`config.mk`:
```
export PLATFORM = sky130hd
export DESIGN_NAME = control_unit
export DESIGN_NICKNAME = d
export VERILOG_FILES = /design/src/rtl/control_unit_pkg.sv /design/src/rtl/control_unit.sv
export SDC_FILE = /design/constraint.sdc
export NUM_CORES = 1
export LEC_CHECK = 0
export ABC_CLOCK_PERIOD_IN_PS = 2960
export BUFFER_PORTS_ARGS = -buffer_cell sky130_fd_sc_hd__buf_4
export CAP_MARGIN = 0
export CORE_MARGIN = 2
export CORE_UTILIZATION = 46
export DETAILED_ROUTE_END_ITERATION = 12
export PLACE_DENSITY = 0.81
export REMOVE_ABC_BUFFERS = 1
export SYNTH_ARGS = -nofsm -noshare
export SYNTH_HDL_FRONTEND = slang
export SYNTH_SLANG_ARGS = --single-unit
```
`constraint.sdc`:
```
create_clock -name clk -period 2.96 [get_ports clk]
set_input_delay 0.888 -clock clk [delete_from_list [all_inputs] [get_ports clk]]
set_output_delay 0.888 -clock clk [all_outputs]
set_load 0.02 [all_outputs]
```
`src/rtl/control_unit_pkg.sv`:
```
// Shared encodings for the CPU control unit, ALU and datapath:
// opcodes, controller states and bus mux select codes.
package control_unit_pkg;

   localparam int unsigned OP_W     = 5;
   localparam int unsigned REG_W    = 3;
   localparam int unsigned NUM_REGS = 8;
   localparam int unsigned SEL1_W   = 4;
   localparam int unsigned SEL2_W   = 2;

   localparam logic [OP_W-1:0] OP_NOP  = 5'd0;
   localparam logic [OP_W-1:0] OP_ADD  = 5'd1;
   localparam logic [OP_W-1:0] OP_SUB  = 5'd2;
   localparam logic [OP_W-1:0] OP_AND  = 5'd3;
   localparam logic [OP_W-1:0] OP_NOT  = 5'd4;
   localparam logic [OP_W-1:0] OP_RD   = 5'd5;
   localparam logic [OP_W-1:0] OP_WR   = 5'd6;
   localparam logic [OP_W-1:0] OP_BR   = 5'd7;
   localparam logic [OP_W-1:0] OP_BRZ  = 5'd8;
   localparam logic [OP_W-1:0] OP_HALT = 5'd31;

   // bus_1 sources 0-7 are R0-R7; 8 is the program counter
   localparam logic [SEL1_W-1:0] SEL1_PC = 4'd8;

   localparam logic [SEL2_W-1:0] SEL2_ALU  = 2'd0;
   localparam logic [SEL2_W-1:0] SEL2_BUS1 = 2'd1;
   localparam logic [SEL2_W-1:0] SEL2_MEM  = 2'd2;

   typedef enum logic [3:0] {
      S_IDLE, S_FET1, S_FET2, S_DEC,
      S_EX1,  S_RD1,  S_RD2,  S_WR1,
      S_WR2,  S_BR1,  S_BR2,  S_HALT
   } state_e;

endpackage

```
`src/rtl/control_unit.sv`:
```
// Multi-cycle instruction sequencer: fetch, decode and execute control
// strobes for a simple 8-register accumulator-style datapath.
module control_unit
   import control_unit_pkg::*;
#(
   parameter int unsigned word_size = 16,
   parameter int unsigned op_size   = 5,
   parameter int unsigned sel1_size = 4,
   parameter int unsigned sel2_size = 2
) (
   input  logic                 clk,
   input  logic                 rst,
   input  logic                 start,
   input  logic [word_size-1:0] instruction,
   input  logic                 Zflag,
   output logic                 load_R0,
   output logic                 load_R1,
   output logic                 load_R2,
   output logic                 load_R3,
   output logic                 load_R4,
   output logic                 load_R5,
   output logic                 load_R6,
   output logic                 load_R7,
   output logic                 load_PC,
   output logic                 inc_PC,
   output logic                 load_IR,
   output logic                 load_add_R,
   output logic                 load_reg_Y,
   output logic                 load_reg_Z,
   output logic [sel1_size-1:0] sel_bus_1_MUX,
   output logic [sel2_size-1:0] sel_bus_2_MUX,
   output logic                 write,
   output logic                 halted,
   output logic                 err
);

   localparam int unsigned SRC_MSB  = word_size - op_size - 1;
   localparam int unsigned DEST_MSB = SRC_MSB - REG_W;
   localparam int unsigned LOW_MSB  = DEST_MSB - REG_W;

   state_e              state_q, state_d;
   logic                err_q;
   logic                illegal;
   logic [OP_W-1:0]     op;
   logic [REG_W-1:0]    src, dest;
   logic [NUM_REGS-1:0] load_r;
   logic [SEL1_W-1:0]   sel1;
   logic [SEL2_W-1:0]   sel2;
   logic                unused_low;

   assign op         = OP_W'(instruction[word_size-1 -: op_size]);
   assign src        = instruction[SRC_MSB -: REG_W];
   assign dest       = instruction[DEST_MSB -: REG_W];
   assign unused_low = ^instruction[LOW_MSB:0];

   // State register; err is sticky until reset
   always_ff @(posedge clk or negedge rst) begin
      if (!rst) begin
         state_q <= S_IDLE;
         err_q   <= 1'b0;
      end else begin
         state_q <= state_d;
         err_q   <= err_q | illegal;
      end
   end

   // Next-state and control strobes
   always_comb begin
      state_d    = state_q;
      load_r     = '0;
      load_PC    = 1'b0;
      inc_PC     = 1'b0;
      load_IR    = 1'b0;
      load_add_R = 1'b0;
      load_reg_Y = 1'b0;
      load_reg_Z = 1'b0;
      sel1       = '0;
      sel2       = '0;
      write      = 1'b0;
      halted     = 1'b0;
      illegal    = 1'b0;

      case (state_q)
         S_IDLE: if (start) state_d = S_FET1;
         S_FET1: begin
            sel1       = SEL1_PC;
            sel2       = SEL2_BUS1;
            load_add_R = 1'b1;
            state_d    = S_FET2;
         end
         S_FET2: begin
            sel2    = SEL2_MEM;
            load_IR = 1'b1;
            inc_PC  = 1'b1;
            state_d = S_DEC;
         end
         S_DEC: begin
            case (op)
               OP_NOP: state_d = S_FET1;
               OP_ADD, OP_SUB, OP_AND: begin
                  sel1       = SEL1_W'(src);
                  sel2       = SEL2_BUS1;
                  load_reg_Y = 1'b1;
                  state_d    = S_EX1;
               end
               OP_NOT: begin
                  sel1         = SEL1_W'(src);
                  sel2         = SEL2_ALU;
                  load_reg_Z   = 1'b1;
                  load_r[dest] = 1'b1;
                  state_d      = S_FET1;
               end
               OP_RD, OP_WR, OP_BR, OP_BRZ: begin
                  // untaken BRZ steps the PC over its target operand word
                  if (op != OP_BRZ || Zflag) begin
                     sel1       = SEL1_PC;
                     sel2       = SEL2_BUS1;
                     load_add_R = 1'b1;
                     state_d    = (op == OP_RD) ? S_RD1 :
                                  (op == OP_WR) ? S_WR1 : S_BR1;
                  end else begin
                     inc_PC  = 1'b1;
                     state_d = S_FET1;
                  end
               end
               OP_HALT: state_d = S_HALT;
               default: begin
                  illegal = 1'b1;
                  state_d = S_HALT;
               end
            endcase
         end
         S_EX1: begin
            sel1         = SEL1_W'(dest);
            sel2         = SEL2_ALU;
            load_reg_Z   = 1'b1;
            load_r[dest] = 1'b1;
            state_d      = S_FET1;
         end
         S_RD1, S_WR1: begin
            sel2       = SEL2_MEM;
            load_add_R = 1'b1;
            inc_PC     = 1'b1;
            state_d    = (state_q == S_RD1) ? S_RD2 : S_WR2;
         end
         S_RD2: begin
            sel2         = SEL2_MEM;
            load_r[dest] = 1'b1;
            state_d      = S_FET1;
         end
         S_WR2: begin
            sel1    = SEL1_W'(src);
            write   = 1'b1;
            state_d = S_FET1;
         end
         S_BR1: begin
            sel2       = SEL2_MEM;
            load_add_R = 1'b1;
            state_d    = S_BR2;
         end
         S_BR2: begin
            sel2    = SEL2_MEM;
            load_PC = 1'b1;
            state_d = S_FET1;
         end
         S_HALT: halted = 1'b1;
         default: state_d = S_IDLE;
      endcase
   end

   assign {load_R7, load_R6, load_R5, load_R4,
           load_R3, load_R2, load_R1, load_R0} = load_r;
   assign sel_bus_1_MUX = sel1_size'(sel1);
   assign sel_bus_2_MUX = sel2_size'(sel2);
   assign err           = err_q | illegal;

endmodule

```
# [Word-level counts from Yosys, hierarchy flattened]
# Cells that the tools add are included.
[op_classes] magnitude_cmp=2 n_eq_ne=22 n_mux=33 bitwise_logic=2 reduce_logical=16
[ops] operator="$pmux 4 s8" n=1
[ops] operator="$mux 4" n=6
[ops] operator="$eq 5x3->1 const B" n=4
[ops] operator="$eq 4x3->1 const B" n=4
[ops] operator="$eq 4x4->1 const B" n=4
[ops] operator="$pmux 4 s4" n=1
[ops] operator="$pmux 8 s2" n=1
[ops] operator="$reduce_or 4->1" n=4
[ops] operator="$mux 1" n=15
[ops] operator="$pmux 4 s3" n=1
[ops] operator="$eq 5x2->1 const B" n=2
[ops] operator="$reduce_or 10->1" n=1
[ops] operator="$eq 4x2->1 const B" n=2
[ops] operator="$mux 8" n=1
[ops] operator="$pmux 1 s2" n=4
[ops] operator="$pmux 4 s2" n=1
[ops] operator="$pmux 2 s3" n=1
[ops] operator="$reduce_or 2->1" n=3
[ops] operator="$reduce_or 3->1" n=2
[ops] operator="$reduce_or 6->1" n=1
[ops] operator="$eq 5x1->1 const B" n=1
[ops] operator="$eq 5x4->1 const B" n=1
[ops] operator="$eq 5x5->1 const B" n=1
[ops] operator="$logic_not 5->1" n=1
[ops] operator="other kinds (12)" n=12
[word_totals] ff_bits=5 in_bits=20 out_inout_bits=23 elab_cells=77

# [Longest topological paths before layout]
# Gate-level depths: netlist of the first run.
[logic_depth] word_depth=6 mapped_depth=5 mapped_depth_nobuf=3

# [Worst setup path before layout of the first run]
# OpenSTA, ideal clock, no wires.
[synth_timing] path_kind="input-to-output" startpoint="input port instruction[14]" endpoint="output port load_R1" arrival_ps=2085 t_required_ps=2072 slack_ps=-13 stages=3 path_buffers=0 cell_sequence="nor2_2 -> a41oi_4 -> nor4b_1"
[synth_via] elab_chain_cells=3
[synth_lines] item="start, declared" line="control_unit.sv:14" text="input logic [word_size-1:0] instruction,"
[synth_lines] item="$eq 5x3->1" line="control_unit.sv:98" text="case (op)"
[synth_lines] item="$mux 8" line="control_unit.sv:98"
[synth_lines] item="$pmux 8 s2" line="control_unit.sv:83" text="case (state_q)"
[synth_lines] item="end, declared" line="control_unit.sv:17" text="output logic load_R1,"
# No other way between the ends.

# [Worst setup path in the final report of the first run]
[layout_timing] startpoint="input port instruction[14]" endpoint="output port load_R3"
[layout_via] elab_chain_cells=3
[layout_lines] item="$eq 5x3->1" line="control_unit.sv:98"
[layout_lines] item="$mux 8" line="control_unit.sv:98"
[layout_lines] item="$pmux 8 s2" line="control_unit.sv:83"
[layout_lines] item="end, declared" line="control_unit.sv:19" text="output logic load_R3,"
# No other way between the ends.

==> metrics.md, run 1 <==
| Metric | Value |
|---|---|
| Psw | 388.8 uW |
| Synthesized instance count | 93 |
| CTS tree | built |
| Post-synthesis sequential area ratio | 16.89% |
| Number of synthesized flops with an enable pin | 0 |
| FMAX | 344.4 MHz |
| Detail Placement HPWL | 1707 um |
| Synth Warn # | 0 |
| TritonCTS Buffers | 3 |
| Tightest Hold Check Type | input port to async pin |
| Antenna fix cells | 0 |
| Vias in the first global route | 796 |
| GRT Resource Usage Total | 23.63% |
| Clock sinks | 5 |
| Final cell count without fillers | 147 |
| Post-route DRC | 0 |
| Inst Count DP | 143 |
| Status | finished clean |
| Maxcap violations | 0 |
| # rows | 14 |
| Core Util, Final | 72.18% |
| Max incr delay on CP | 350 ps |
| RD Place Congestion | 0.8080 |
| Int Power | 400.8 uW |
| Clk_lat worst skew | 240 ps |
| Max-slew violation count | 0 |
| Crit path time final | 2904 ps |
| Clock share of power | 10.1% |
| Port Buf Inserts | 37 |
| Final setup violation count | 0 |
| Post-synth ARST share | 100.0% |
| Post-CTS setup buffers | 0 |
| Final Cycle Share | 98.10% |
| Synth Cell Area | 740.7 um^2 |
| Arr. time, crit path | 2020 ps |
| Leading area contributor after synthesis | dfrtp_1 |
| Vias post-DR | 908 |
| First-pass GRT wire length | 3512 um |
| Final Instance Area | 0.001087 mm^2 |
| Yosys reg bits | 5 |
| WL/cell | 15.22 um |
| Top-Level Pins | 43 |
| Synth top cells by count | nor2_1 (6), o21ai_0 (6), dfrtp_1 (5), inv_1 (5), nand2_1 (5) |
| Nets | 152 |
| Core area | 0.001506 mm^2 |
| CTS H-tree lvls | 1 |
| Logic gate share of total power | 71.1% |
| Crit path capture type | output port |
| Syn_area_per_cell | 7.965 um^2 |
| Die area | 0.001947 mm^2 |
| Largest net degree at the start of global routing | 15 |
| Antenna Nets Post-Route | 0 |
| Final wirelength | 2238 um |
| Initial antenna violation count | 0 |
| Initial cell density of the core | 49.17% |
| Share of cells above drive strength 1 | 41.98% |
| Fin Setup TNS | 0 ps |
| Slowest-stage cell, CP | nor4bb_2 |
| DR iter-0 viols | 22 |
| Worst-path fanout max | 8 |
| Tot Pwr | 789.6 uW |
| Pwr Density | 726.2 mW/mm^2 |
| Worst EP required | 2070 ps |
| GRT Residual Overflow | 0 |
| Final Hold Fails | 0 |
| Height of the die | 44.13 um |
| Worst setup SP type | input port |
| Worst-Margin Slew | 491.8 ps |
| Syn-to-layout area delta | 46.79% |
| Most used cell, CP | buf_4 |
| Synth top area share | 16.89% |
| Post-DP Area | 0.001035 mm^2 |
| Net switching fraction of the power | 49.24% |
| Die span in x | 44.13 um |
| Crit Path Class | input port to output port |
| Reg2reg setup slack | 1470 ps |
| RSZ-0062 raised after global routing | true |
| Top area cells in the synthesized netlist | dfrtp_1 (17%), nor4b_1 (4.7%), o21ai_0 (4.1%), a41oi_4 (3.7%), nor4b_4 (3.2%) |
| VDD IR-drop max | 0.5674 mV |
| CP cell instances | buf_4, nor2_4, a41oi_4, nor4bb_2, buf_4 |
| Pre-Repair DR Iteration Count | 4 |
| Cell variety after synth | 46 |
| Share of power burned in registers | 18.8% |
| Ys flop type | dfrtp_1 |
| CTS root buf | clkbuf_4 |
| Avg Vias per Cell | 6.177 |
| Total leakage power | 0.0004577 uW |
| Clk slew on worst S/H paths | 50 ps |
| Fin Clk Skew | 6.063 ps |
| Worst rel slew slack | 67.13% |
| Bufs on Longest Clock Path | 2 |
==> flip-flops by register name, indices dropped and copies added (netlist names) <==
name and cells:
state_q 4, err_q 1
==> kinds of logic (layout without fill, tap and decap cells) <==
logic type,Yosys count,count (layout),synth area share [%]
xor+xnor,1,1,1.183
buf+inv,12,50,7.095
compound gates,28,28,29.56
mux,1,1,1.351
flops,5,5,16.89
simple gates,46,46,43.92
==> final timing paths <==
path,from,end,cells past startpoint
min in group clk,err_q,err_q,1
min reg2reg,err_q,err_q,1
max,instruction[14],load_R3,5
max reg2reg,state_q[0],state_q[2],4
min,rst,state_q[2],1
max in group asynchronous,rst,err_q,1
==> layout by cell type, fill, tap and decap left out, types with 2 or more instances in the layout <==
master | Yosys | final
nor2_1 | 6 | 5
o21bai_1 | 2 | 2
nand3_1 | 3 | 3
clkbuf_4 | 0 | 3
buf_4 | 1 | 41
nor3b_1 | 2 | 2
o311a_1 | 2 | 2
a22oi_1 | 3 | 3
o21ai_0 | 6 | 6
dfrtp_1 | 5 | 5
nor4b_2 | 1 | 2
nand2_1 | 5 | 5
or2_1 | 2 | 2
nor2b_1 | 3 | 3
nor4b_1 | 4 | 3
o22ai_1 | 2 | 2
nand2b_1 | 3 | 3
nand4_1 | 2 | 2
a21oi_1 | 3 | 3
inv_1 | 5 | 5
o211ai_1 | 2 | 2
==> timing repair <==
| item | 4_1_cts | 5_1_grt |
|---|---|---|
| setup endpoints to repair | 2 | 4 |
| hold endpoints to repair | 0 | 0 |
| hold buffers | 0 | 0 |
| gates resized for setup | 3 | 2 |
==> cell type report <==
class                      count  area [um^2]
clock inverter                 1        5.005
fill                         121        419.2
multi-input combinational     76        588.1
clock buffer                   3        22.52
timing repair buffer          41        307.8
tap                           16        20.02
sequential                     5        125.1
inverter                       5        18.77
==> per-layer routing <==
layer	routed length (um)	global-route usage [%]	up-vias
met1	954	30.25	412
met3	149	4.898	4
li1	-	-	442
met5	0	0	-
met2	1115	39.71	50
met4	18	7.273	0
==> power by group through the flow <==
| stage | Sequential (uW) | Clock, uW | Combinational (uW) |
|---|---|---|---|
| 2_1_floorplan | 163 | 0 | 327 |
| 3_3_place_gp | 148 | 0 | 542 |
| 3_5_place_dp | 150 | 0 | 554 |
| 4_1_cts | 149 | 81.5 | 558 |
| 5_1_grt | 156 | 86.0 | 607 |
| 6_report | 149 | 79.7 | 561 |
==> worst max-delay path, delay by kind of cell <==
kind                   cells  cell delay, ps
buffers and inverters      2             350
AO/OA/AOI/OAI              1             210
AND/OR/NAND/NOR            2             570
==> per-stage QoR <==
step	setup slack (ps)	hold slack [ps]
after floorplan	-13.30	592.4
after global placement	79.39	467.2
after detailed placement	-51.60	498.2
after CTS	2.215	432.9
after global routing	-10.01	432.5
final	56.23	435.2
No activity file was read; power rests on OpenSTA's default activity.
==> inputs of run 2 (changes only) <==
--- a/config.mk
+++ b/config.mk
@@ -5,13 +5,13 @@
 export SDC_FILE = /design/constraint.sdc
 export NUM_CORES = 1
 export LEC_CHECK = 0
-export ABC_CLOCK_PERIOD_IN_PS = 2960
+export ABC_CLOCK_PERIOD_IN_PS = 2700
 export BUFFER_PORTS_ARGS = -buffer_cell sky130_fd_sc_hd__buf_4
 export CAP_MARGIN = 0
 export CORE_MARGIN = 2
-export CORE_UTILIZATION = 46
+export CORE_UTILIZATION = 43
 export DETAILED_ROUTE_END_ITERATION = 12
-export PLACE_DENSITY = 0.81
+export PLACE_DENSITY = 0.76
 export REMOVE_ABC_BUFFERS = 1
 export SYNTH_ARGS = -nofsm -noshare
 export SYNTH_HDL_FRONTEND = slang
==> constraint.sdc (replaced) <==
create_clock -name clk -period 2.7 [get_ports clk]
set_input_delay 0.81 -clock clk [delete_from_list [all_inputs] [get_ports clk]]
set_output_delay 0.81 -clock clk [all_outputs]
set_load 0.02 [all_outputs]
==> run 2 against run 1 <==
Critical endpoint is now load_R5. Largest power group unchanged. Clock-buffer cell count rose by 1. Sequential cell count unchanged. Critical path depth is the same. Core utilization up 0.62 points. Global-route usage is 1.8 points higher. Via count is 4.5% higher. Sequential share of layout area decreased by 0.48 points.
==> metrics.md, run 2 (synthesis gave the netlist of run 1 again) <==
| Metric | Value |
|---|---|
| Status | finished clean |
| Share of cells above drive strength 1 | 43.88% (+1.9 points) |
| CTS H-tree lvls | 1 (unchanged) |
| Maxcap violations | 0 (unchanged) |
| Crit path launch | instruction[12] |
| Post-CTS setup buffers | 0 (unchanged) |
| Port Buf Inserts | 37 (unchanged) |
| RSZ-0062 raised after global routing | true |
| FMAX | 377.0 MHz |
| Top-Level Pins | 43 (unchanged) |
| Die area | 0.002071 mm^2 (+6.4%) |
| Initial antenna violation count | 0 (unchanged) |
| WHS | 349.5 ps (-85.66 ps) |
| Final cell count without fillers | 155 (+5.4%) |
| # hold bufs at CTS | 0 (unchanged) |
| Arr. time, crit path | 1840 ps (-180 ps) |
| Largest register FFs | 4 (unchanged) |
| Crit path time final | 2652 ps |
| Max-slew violation count | 0 (unchanged) |
| TritonCTS Buffers | 3 (unchanged) |
| Worst EP required | 1890 ps (-180 ps) |
| Final setup violation count | 0 (unchanged) |
| Tightest Hold Check Type | input port to async pin |
| Reg2reg end | state_q[2] |
| Vias post-DR | 949 (+4.5%) |
| Most common cell after layout, fill and taps aside | buf_4 |
| Height of the die | 45.51 um (+3.1%) |
| Syn-to-layout area delta | 53.21% |
| First-pass GRT wire length | 3760 um (+7.1%) |
| RD Place Congestion | 0.7999 (-1.0%) |
| Worst r2r src | state_q[0] |
| Reg2reg path depth | 4 (unchanged) |
| Worst rel slew slack | 69.84% (+2.7 points) |
| Total leakage power | 0.0004922 uW (+7.5%) |
| Final wirelength | 2279 um (+1.8%) |
| Die span in x | 45.51 um (+3.1%) |
| Final Hold Fails | 0 (unchanged) |
| Fin Clk Skew | 4.313 ps (-1.750 ps) |
| Avg Vias per Cell | 6.123 (-0.88%) |
| Vias in the first global route | 869 (+9.2%) |
| Core area | 0.001559 mm^2 (+3.5%) |
| Clk slew on worst S/H paths | 40 ps (about the same) |
| Crit path capture type | output port |
| Worst setup SP type | input port |
| Nets | 160 (+5.3%) |
| Reg2reg setup slack | 1170 ps (-300 ps) |
| GRT Resource Usage Total | 25.41% (+1.8 points) |
| WL/cell | 14.70 um (-3.4%) |
| CTS root buf | clkbuf_4 |
| Max incr delay on CP | 320 ps (-30 ps) |
| # rows | 14 (unchanged) |
| Detail Placement HPWL | 1852 um (+8.5%) |
| Largest registers | state_q x4, err_q x1 |
| Worst-Margin Slew | 451.2 ps (-40.64 ps) |
| Largest net degree at the start of global routing | 13 (-2) |
| CP cell instances | buf_4, nor2_2, a41oi_4, nor4bb_1, buf_4 |
| Clk_lat worst skew | 250 ps (about the same) |
| Pwr Density | 781.1 mW/mm^2 (+7.6%) |
| Final Cycle Share | 98.24% |
| Post-route DRC | 0 (unchanged) |
| Pre-Repair DR Iteration Count | 4 (unchanged) |
| CP Buf/Inv Count | 2 (unchanged) |
| Clock sinks | 5 (unchanged) |
| Bufs on Longest Clock Path | 2 (unchanged) |
| Antenna fix cells | 0 (unchanged) |
| Post-DP Area | 0.001095 mm^2 (+5.8%) |
| Worst-path fanout max | 8 (unchanged) |
| Family with the most delay on the worst path | simple AND/OR/NAND/NOR gates |
| Most used cell, CP | buf_4 |
| VDD IR-drop max | 0.5748 mV (+1.3%) |
| CTS tree | built |
| Inst Count DP | 151 (+5.6%) |
| GRT Residual Overflow | 0 (unchanged) |
| Crit Path Class | input port to output port |
| DR iter-0 viols | 23 (+4.5%) |
| Largest register by flop count | state_q |
| Antenna Nets Post-Route | 0 (unchanged) |
| Slowest-stage cell, CP | nor4bb_1 |
| Final Instance Area | 0.001135 mm^2 (+4.4%) |
| Initial cell density of the core | 47.51% (-1.7 points) |
==> run 2: through the flow <==
stage          total power (uW)  util (%)  TNS [ps]  worst slack [ps]
6_report                  886.5     72.79         0             47.59
5_1_grt                   959.7     72.79    -143.9            -50.61
4_1_cts                   890.2     72.07         0             12.19
3_5_place_dp              797.4     70.22    -34.84            -34.84
3_3_place_gp              780.5     70.22         0             9.973
2_1_floorplan             537.4         -    -542.6            -117.3
==> run 2: timing repair <==
action,4_1_cts,5_1_grt
pin swaps,0,0
gates cloned,0,0
resized for setup,1,3
endpoints found under the hold margin,0,0
endpoints found under the setup margin,2,6
==> run 2: report_power, final <==
part / switching (uW) / total [uW] / internal, uW
sequential: 56.3 / 157 / 100
combinational: 341 / 641 / 300
clock: 32.6 / 88.6 / 56.0
==> run 2: how the worst max path moves through the flow <==
| stage | endpoint | slack [ps] | depth (start not counted) |
|---|---|---|---|
| final | load_R5 | 50 | 5 |
| after global routing | load_R3 | -50 | 5 |
| after CTS | sel_bus_2_MUX[0] | 10 | 6 |
| after detailed placement | load_R1 | -30 | 5 |
| after global placement | load_R1 | 10 | 5 |
| after floorplan | load_R1 | -120 | 3 |
==> run 2: final cells by class <==
type / count / area (um^2)
Multi-Input combinational cell: 76 / 576.8
Timing Repair Buffer: 49 / 367.9
Fill cell: 126 / 424.2
Inverter: 5 / 18.77
Tap cell: 16 / 20.02
Sequential cell: 5 / 125.1
Clock buffer: 4 / 26.28
==> run 2: worst reg2reg max path: stages (launching register included) <==
cell and delay [ps]:
dfrtp_1 500, buf_4 210, inv_1 110, or4b_1 520
o211ai_1 100
==> run 2: layer usage <==
metal | up-vias | routed length, um | GRT usage, % | share of wire (%)
li1 | 459 | - | - | -
met3 | 6 | 144 | 6.349 | 6.3
met4 | 0 | 35 | 13.53 | 1.5
met1 | 437 | 949 | 28.61 | 42
met5 | - | 0 | 0 | 0
met2 | 47 | 1150 | 43.38 | 50
==> inputs of run 3 (changes only) <==
--- a/config.mk
+++ b/config.mk
@@ -5,13 +5,14 @@
 export SDC_FILE = /design/constraint.sdc
 export NUM_CORES = 1
 export LEC_CHECK = 0
+export ABC_AREA = 1
 export ABC_CLOCK_PERIOD_IN_PS = 2700
 export BUFFER_PORTS_ARGS = -buffer_cell sky130_fd_sc_hd__buf_4
 export CAP_MARGIN = 0
 export CORE_MARGIN = 2
-export CORE_UTILIZATION = 43
+export CORE_UTILIZATION = 40
 export DETAILED_ROUTE_END_ITERATION = 12
-export PLACE_DENSITY = 0.76
+export PLACE_DENSITY = 0.75
 export REMOVE_ABC_BUFFERS = 1
 export SYNTH_ARGS = -nofsm -noshare
 export SYNTH_HDL_FRONTEND = slang
==> run 3 against run 2 <==
Sequential power shrank 17%. Register-to-register slack gained 210 ps. Sequential share of layout area grew 1.6 points. Core utilization shrank 6.5 points. Fmax grew 5.0%. Power shrank 17%. Synthesized area shrank 15%. Critical path depth grew 4. Combinational power shrank 19%.
==> metrics.md, run 3 <==
| Metric | Value |
|---|---|
| Die span in x | 43.63 um (-4.1%) |
| Leading area contributor after synthesis | nand2_1 |
| Final wirelength | 1717 um (-25%) |
| Syn-to-layout area delta | 57.17% |
| Nets | 184 (+15%) |
| Crit path time final | 2526 ps (-126.3 ps) |
| Status | finished clean |
| TritonCTS Buffers | 3 (unchanged) |
| CTS H-tree lvls | 1 (unchanged) |
| Share of cells above drive strength 1 | 33.13% (-11 points) |
| Antenna fix cells | 0 (unchanged) |
| Most common cell after layout, fill and taps aside | buf_4 |
| Syn_area_per_cell | 5.323 um^2 (-33%) |
| Max-slew violation count | 0 (unchanged) |
| Antenna Nets Post-Route | 0 (unchanged) |
| CTS root buf | clkbuf_4 |
| Pre-Repair DR Iteration Count | 4 (unchanged) |
| Ys flop type | dfrtp_1 |
| VDD IR-drop max | 0.5728 mV (-0.35%) |
| Synth top cells by count | nand2_1 (37), nor2_1 (23), inv_1 (22) |
| Worst setup SP type | input port |
| Crit path capture type | output port |
| # rows | 14 (unchanged) |
| Top-Level Pins | 43 (unchanged) |
| Most frequent cells in the layout | buf_4 (41), nand2_1 (37), inv_1 (22) |
| Post-synthesis sequential area ratio | 19.92% (+3.0 points) |
| Most numerous cell in the Yosys netlist | nand2_1 |
| Synthesized instance count | 118 (+27%) |
| Height of the die | 43.63 um (-4.1%) |
| Post-DP Area | 955.9 um^2 (-13%) |
| Arr. time, crit path | 1720 ps (-120 ps) |
| FMAX | 395.9 MHz (+5.0%) |
| Final Instance Area | 987.2 um^2 (-13%) |
| Tightest Hold Check Type | input port to async pin |
| Post-synth ARST share | 100.0% (unchanged) |
| Number of synthesized flops with an enable pin | 0 (unchanged) |
| Clk slew on worst S/H paths | 50 ps (about the same) |
| Worst r2r src | state_q[2] |
| Port Buf Inserts | 37 (unchanged) |
| Maxcap violations | 0 (unchanged) |
| Largest net degree at the start of global routing | 8 (-5) |
| Crit path launch | instruction[12] |
| Clock sinks | 5 (unchanged) |
| Pwr Density | 747.8 mW/mm^2 (-4.3%) |
| Core area | 0.001489 mm^2 (-4.5%) |
| Worst rel slew slack | 81.07% (+11 points) |
| Detail Placement HPWL | 1527 um (-18%) |
| Final Hold Fails | 0 (unchanged) |
| Bufs on Longest Clock Path | 2 (unchanged) |
| Total leakage power | 0.0006150 uW (+25%) |
| WL/cell | 9.592 um (-35%) |
| Crit path to | sel_bus_1_MUX[1] |
| Yosys reg bits | 5 (unchanged) |
| # hold bufs at CTS | 0 (unchanged) |
| RD Place Congestion | 0.9075 (+13%) |
| Top area cells in the synthesized netlist | nand2_1 (22%), dfrtp_1 (20%), nor2_1 (14%), inv_1 (13%), nand3_1 (7.2%) |
| Fill count | 140 (+11%) |
| Fin Setup TNS | 0 ps (unchanged) |
| Worst-Margin Slew | 282.9 ps (-168.2 ps) |
| GRT Resource Usage Total | 20.22% (-5.2 points) |
| CTS tree | built |
| Initial cell density of the core | 42.18% (-5.3 points) |
| Synth Cell Area | 628.1 um^2 (-15%) |
| Reg2reg path depth | 7 (+3) |
| Die area | 0.001903 mm^2 (-8.1%) |
| Largest register by flop count | state_q |
| Largest register FFs | 4 (unchanged) |
| Clk_lat worst skew | 250 ps (about the same) |
| Worst EP required | 1890 ps (about the same) |
| Final setup violation count | 0 (unchanged) |
| Synth Warn # | 0 (unchanged) |
| RSZ-0062 raised after global routing | false |
| Initial antenna violation count | 0 (unchanged) |
| Crit Path Class | input port to output port |
| GRT Residual Overflow | 0 (unchanged) |
| First-pass GRT wire length | 2987 um (-21%) |
| Tot Pwr | 738.2 uW (-17%) |
| Reg2reg setup slack | 1380 ps (+210 ps) |
| Reg2reg end | err_q |
| Fin Clk Skew | 8.538 ps (+4.225 ps) |
| Avg Vias per Cell | 4.693 (-23%) |
| DR iter-0 viols | 24 (+4.3%) |
| Synth top area share | 22.11% (+5.2 points) |
| Post-route DRC | 0 (unchanged) |
| Worst-path fanout max | 5 (-3) |
| Vias post-DR | 840 (-11%) |
| Final Cycle Share | 93.56% (-4.7 points) |
| Vias in the first global route | 738 (-15%) |
| Cell variety after synth | 16 (-65%) |
| Largest registers | state_q x4, err_q x1 |
run 3: what timing repair did:
action                     in CTS  in global routing
setup endpoints to repair       0                  8
gates resized for setup         0                  2
setup buffers                   0                  0
run 3: area by class of cell:
class | instances | area [um^2] | area share, %
multi-input combinational | 91 | 425.4 | 43.09
clock buffer | 4 | 26.28 | 2.662
sequential | 5 | 125.1 | 12.67
timing repair buffer | 41 | 307.8 | 31.18
tap | 16 | 20.02 | 2.028
inverter | 22 | 82.58 | 8.365
run 3: routing by layer:
metal / routed length [um] / track usage, % / up-vias
met5: 0 / 0 / -
met4: 0 / 5.455 / 0
met3: 87 / 4.167 / 0
met2: 832 / 32.35 / 21
met1: 798 / 27.55 / 357
li1: - / - / 462
run 3: how the worst min path moves through the flow:
stage | startpoint | to | cells past startpoint
2_1_floorplan | rst | err_q | 0
3_3_place_gp | err_q | err_q | 2
3_5_place_dp | err_q | err_q | 2
4_1_cts | rst | state_q[0] | 1
5_1_grt | rst | state_q[3] | 1
6_report | rst | state_q[0] | 1
run 3: cells by family (layout without fill, tap and decap cells):
| kind of cell | after synthesis | in the layout | share of synthesized area (%) |
|---|---|---|---|
| AO/OA/AOI/OAI | 8 | 8 | 7.172 |
| AND/OR/NAND/NOR | 83 | 83 | 59.76 |
| buffers and inverters | 22 | 67 | 13.15 |
| flip-flops | 5 | 5 | 19.92 |
run 3: power breakdown:
group          internal, uW  total [uW]  switching (uW)
sequential              101         131            30.4
combinational           202         519             318
clock                  56.0        88.0            32.0
total                   358         738             380
run 3: critical path, stage by stage:
cell and delay, ps:
buf_4 90, nor2_1 40, buf_4 140, nor2_1 150, nand3_2 110, nand3_1 140, nand2_1 70, nand2_1 50
buf_4 130
run 3: through the flow:
step           setup WS (ps)  util [%]  hold WS [ps]  std cells
3_5_place_dp           106.3     64.20         451.0        175
3_3_place_gp           134.0     64.20         444.5        175
6_report               173.9     66.30         352.6        179
2_1_floorplan          125.4         -         514.4        118
5_1_grt                39.73     66.30         338.2        179
4_1_cts                103.2     65.97         351.9        179
